## config.mk

```make
export PLATFORM = sky130hd
export DESIGN_NAME = icache_line_adaptor
export DESIGN_NICKNAME = d
export VERILOG_FILES = /design/src/rtl/icache_line_adaptor.sv
export SDC_FILE = /design/constraint.sdc
export NUM_CORES = 1
export LEC_CHECK = 0
export ABC_CLOCK_PERIOD_IN_PS = 4100
export CAP_MARGIN = 10
export CORE_AREA = 2 2 279 281
export DETAILED_ROUTE_END_ITERATION = 10
export DIE_AREA = 0 0 281 283
export GPL_TIMING_DRIVEN = 0
export PLACE_DENSITY = 0.58
export SYNTH_ARGS = -nofsm -noshare
export SYNTH_HDL_FRONTEND = slang
export SYNTH_SLANG_ARGS = --single-unit
```

## constraint.sdc

```tcl
create_clock -name clk -period 4.1 [get_ports clk]
set_input_delay 0.82 -clock clk [delete_from_list [all_inputs] [get_ports clk]]
set_output_delay 0.82 -clock clk [all_outputs]
set_load 0.05 [all_outputs]
```

## src/rtl/icache_line_adaptor.sv

```systemverilog
// icache_line_adaptor: fills a 256-bit I-cache line from four 64-bit memory beats and drains a line back out as four beats.
// ICACHE_ADAPTOR_EARLY_RESP_EN: drop DONE and respond combinationally on the last beat.
module icache_line_adaptor #(
    parameter int s_offset = 5,
    parameter int s_line   = 8 * 2**s_offset,
    parameter int s_beat   = 64,
    parameter int n_beat   = s_line / s_beat
) (
    input  logic              clk,
    input  logic              rst,
    input  logic [31:0]       addr_i,
    input  logic              read_i,
    input  logic              write_i,
    input  logic [s_line-1:0] line_i,
    output logic [s_line-1:0] line_o,
    output logic              resp_o,
    output logic [31:0]       mem_addr_o,
    output logic              mem_read_o,
    output logic              mem_write_o,
    output logic [s_beat-1:0] mem_wdata_o,
    input  logic [s_beat-1:0] mem_rdata_i,
    input  logic              mem_resp_i
);
    localparam int cw = $clog2(n_beat);
    typedef enum logic [1:0] {idle, rd, wr, done} state_t;
`ifdef ICACHE_ADAPTOR_EARLY_RESP_EN
    localparam state_t after_last = idle;
`else
    localparam state_t after_last = done;
`endif
    state_t            state, state_nx;
    logic [cw-1:0]     count;
    logic [s_line-1:0] line_buf;
    logic [31:0]       addr_q;
    logic              busy, last;
    assign busy = state == rd || state == wr;
    assign last = busy && mem_resp_i && count == cw'(n_beat - 1);
    always_ff @(posedge clk or negedge rst) begin
        if (!rst) state <= idle;
        else      state <= state_nx;
    end
    always_comb begin
        state_nx = state == idle ? (write_i ? wr : read_i ? rd : idle) :
                   state == done ? idle :
                   last          ? after_last : state;
    end
    always_ff @(posedge clk or negedge rst) begin
        if (!rst) begin
            count    <= '0;
            line_buf <= '0;
            addr_q   <= '0;
        end else if (state == idle) begin
            if (write_i || read_i) begin
                addr_q <= {addr_i[31:s_offset], {s_offset{1'b0}}};
                count  <= '0;
            end
            if (write_i) line_buf <= line_i;
        end else if (busy && mem_resp_i) begin
            count <= count + 1'b1;
            if (state == rd) line_buf[count*s_beat +: s_beat] <= mem_rdata_i;
        end
    end
    assign mem_addr_o = addr_q;
    always_comb begin
        mem_read_o  = state == rd;
        mem_write_o = state == wr;
        mem_wdata_o = state == wr ? line_buf[count*s_beat +: s_beat] : '0;
`ifdef ICACHE_ADAPTOR_EARLY_RESP_EN
        resp_o = last;
        line_o = state == rd && last ? {mem_rdata_i, line_buf[s_line-s_beat-1:0]} : line_buf;
`else
        resp_o = state == done;
        line_o = line_buf;
`endif
    end
endmodule

```

==> results.md <==
* Number of routed nets with antenna violations at 0
* CTS tree: yes
* Initial Utilization at 0.212
* Number of global-route vias before repair at 16320
* RSZ-0062 raised after global routing: false
* Root buf cell: clkbuf_16
* Max Fclk at 244 MHz
* Dominant synthesized flop cell: dfrtp_1
* Failing checks: negative setup slack
* Largest net degree at the start of global routing at 109
* Io pins at 712
* H-tree Lvls at 2
* Place WS at -749 ps
* Max-cap viol count at 0
* Placed wire-length estimate at 66700 um
* Area Growth Syn to Fin at 58.9%
* Syn avg cell area at 12.8 sq um
* Mapped Cells at 1273
* Power Total at 0.0242 W
* Post-synth top area share at 0.442
* DR pass1 iterations at 5
* PortBufs at 701
* Maximum VDD drop at 0.000480 V
* Reg clk slew, reported paths at 70 ps
* Area leader, netlist: dfrtp_1
* Clock sinks at 287
* Yosys cell types at 27
* Cell Area, Synth at 16200 sq um
* PostCTS Resize Cnt at 44
* Critical path data required time at 3280 ps
* Filler cells at 7696
* Power Dens Cells at 936 nW/um^2
* Worst-skew pair later-pin latency at 550 ps
* Layout cells sized above 1 at 0.221
* Synth Warn # at 0
* Hold Buf Count CTS at 0
* Mean routed wirelength per cell at 28.5 um
* Routed WL at 87900 um
* Number of max-slew violations in the final report at 0
* Worst path slowest cell: clkdlybuf4s50_1
* Endpoints failing setup at 1
* DR vias/cell at 5.00
* Die area at 79500 sq um
* Clock buffer count from CTS at 38
* CP peak stage delay at 830 ps
* # rows at 102
* Post-CTS Setup Repair Bufs at 0
* Worst slew pin tran at 1360 ps
* Sequential share of the synthesized area at 0.442
* #FFs+latches synth at 287
* Worst Path Buf+Inv at 3
* Async S/R FF share, synth at 1.00
* DRT iter0 DRCs at 1042
* Via count at 15447
* Worst Skew at 27.0 ps
* CP Data Arrival Time at 3290 ps
* Max Root-Sink Buffers at 3
* First-pass GRT wire length at 123000 um
* Gpl congestion at 0.878
* Hold crit path type: in -> async
* Critical path class: reg -> out
* TNS Setup at -5.26 ps
* Setup WS post-layout at -5.26 ps
* Gr ovfl total at 0
* Worst path top cell family by delay: buffers and inverters
* Synth area leaders: dfrtp_1 44%, mux2_2 18%, a32o_1 12%, mux4_2 8.9%, o31ai_1 3.1%
* CP Max Fanout at 10
* Number of flops mapped to enable cells by yosys at 0
* Final worst-path cycle share at 1.00
* Top-count cell post-synth: dfrtp_1
* Outcome: complete, but fails checks
* Worst slew margin at 0.0954
* Final net count at 2388
* Final hold viol count at 0
* Worst path cell trace: buf_4 -> clkbuf_2 -> mux4_2 -> and2_1 -> clkdlybuf4s50_1
* Crit path capture type: primary output
* Core Footprint at 76700 sq um
* Leak Pwr at 10.5 nW
* Die X at 281 um
* Die height at 283 um
* Initial antenna violation count at 7
* Worst setup SP type: flop
* Synth top cells by count: 287 x dfrtp_1, 262 x mux2_2, 191 x a32o_1, 129 x nand2_1, 88 x clkbuf_1
* Tmin final at 4110 ps
* Total track usage at 0.214
* DR DRC count at 0
[per-layer routing]
layer  vias up  part of all wire  track usage
met4         8             0.039       0.0810
met1      7956              0.39        0.254
met3       186             0.083       0.0596
met2       820              0.49        0.364
li1       6477                 -            -
met5         -           0.00065            0
[layout by cell type (no fill, tap or decap), drive strengths merged]
cell type	n
nor3b	2
clkdlybuf4s15	1
nand3b	2
or2	1
nand2b	1
conb	5
and2	67
nand2	129
nand3	2
mux2	282
dlymetal6s2s	1
nor2b	2
mux2i	1
clkdlybuf4s50	665
a32o	191
and4b	1
o31ai	66
a31oi	3
clkinv	5
ha	10
dlygate4sd2	34
clkinvlp	1
inv	8
dfrtp	287
clkbuf	145
o21ai	3
diode	2
buf	63
a21oi	4
mux4	64
[power by group]
| part | internal, W | switching [W] |
|---|---|---|
| Combinational | 0.00569 | 0.0101 |
| Sequential | 0.00403 | 0.00111 |
| Clock | 0.00187 | 0.00135 |
[worst register-to-register path: cells and delay by family, from the launching register on]
family / cells / cell delay, ps
compound gates: 1 / 270
fa+ha+maj: 1 / 380
buf+inv: 5 / 2320
flops: 1 / 570
mux: 1 / 150
simple gates: 1 / 190
[logic make-up after synthesis]
logic type | share of synthesized area
adders and majority gates | 0.00770
AOI/OAI and AO/OA | 0.154
buffers and inverters | 0.0505
other | 0.000231
DFF | 0.442
muxes | 0.285
and+or+nand+nor | 0.0602
[cell type report]
type / count / area (sq um) / share of cell area
Multi-Input combinational cell: 836 / 8260 / 0.320
Sequential cell: 287 / 7180 / 0.278
Timing Repair Buffer: 705 / 7070 / 0.274
Tap cell: 1040 / 1300 / 0.0504
Clock buffer: 57 / 1110 / 0.0431
Buffer: 147 / 820 / 0.0317
Clock inverter: 8 / 50.0 / 0.00194
Inverter: 6 / 22.5 / 0.000872
Antenna cell: 2 / 5.00 / 0.000194
[stage by stage]
| stage | utilization | instance area [sq um] | hold WS [ps] | instances |
|---|---|---|---|---|
| final | 0.337 | 25800 | 271 | 3088 |
| after global routing | 0.337 | 25800 | 275 | 3087 |
| after CTS | 0.336 | 25800 | 263 | 3086 |
| after detailed placement | 0.322 | 24700 | 492 | 3022 |
| after global placement | 0.320 | 24600 | 490 | 3018 |
| after floorplan | - | 16300 | 524 | 1277 |
[sequential cells by signal (all words and copies together) (netlist names)]
signal,count
line_o,256
state,2
mem_addr_o,27
count,2
[path summary, 6_finish.rpt]
kind	from	end	slack (ps)	cells past startpoint
worst max-delay path	count[1]$_DFFE_PN0P_	mem_wdata_o[26]	-5	5
worst min-delay path	rst	mem_addr_o[27]$_DFFE_PN0P_	270	1
worst max register to register	count[1]$_DFFE_PN0P_	line_o[165]$_DFFE_PN0P_	140	9
worst min register to register	mem_addr_o[16]$_DFFE_PN0P_	mem_addr_o[16]$_DFFE_PN0P_	500	1
max in group asynchronous	rst	line_o[165]$_DFFE_PN0P_	2740	2
min in group clk	mem_addr_o[16]$_DFFE_PN0P_	mem_addr_o[16]$_DFFE_PN0P_	500	1
Power figures use the tool's default switching activity.
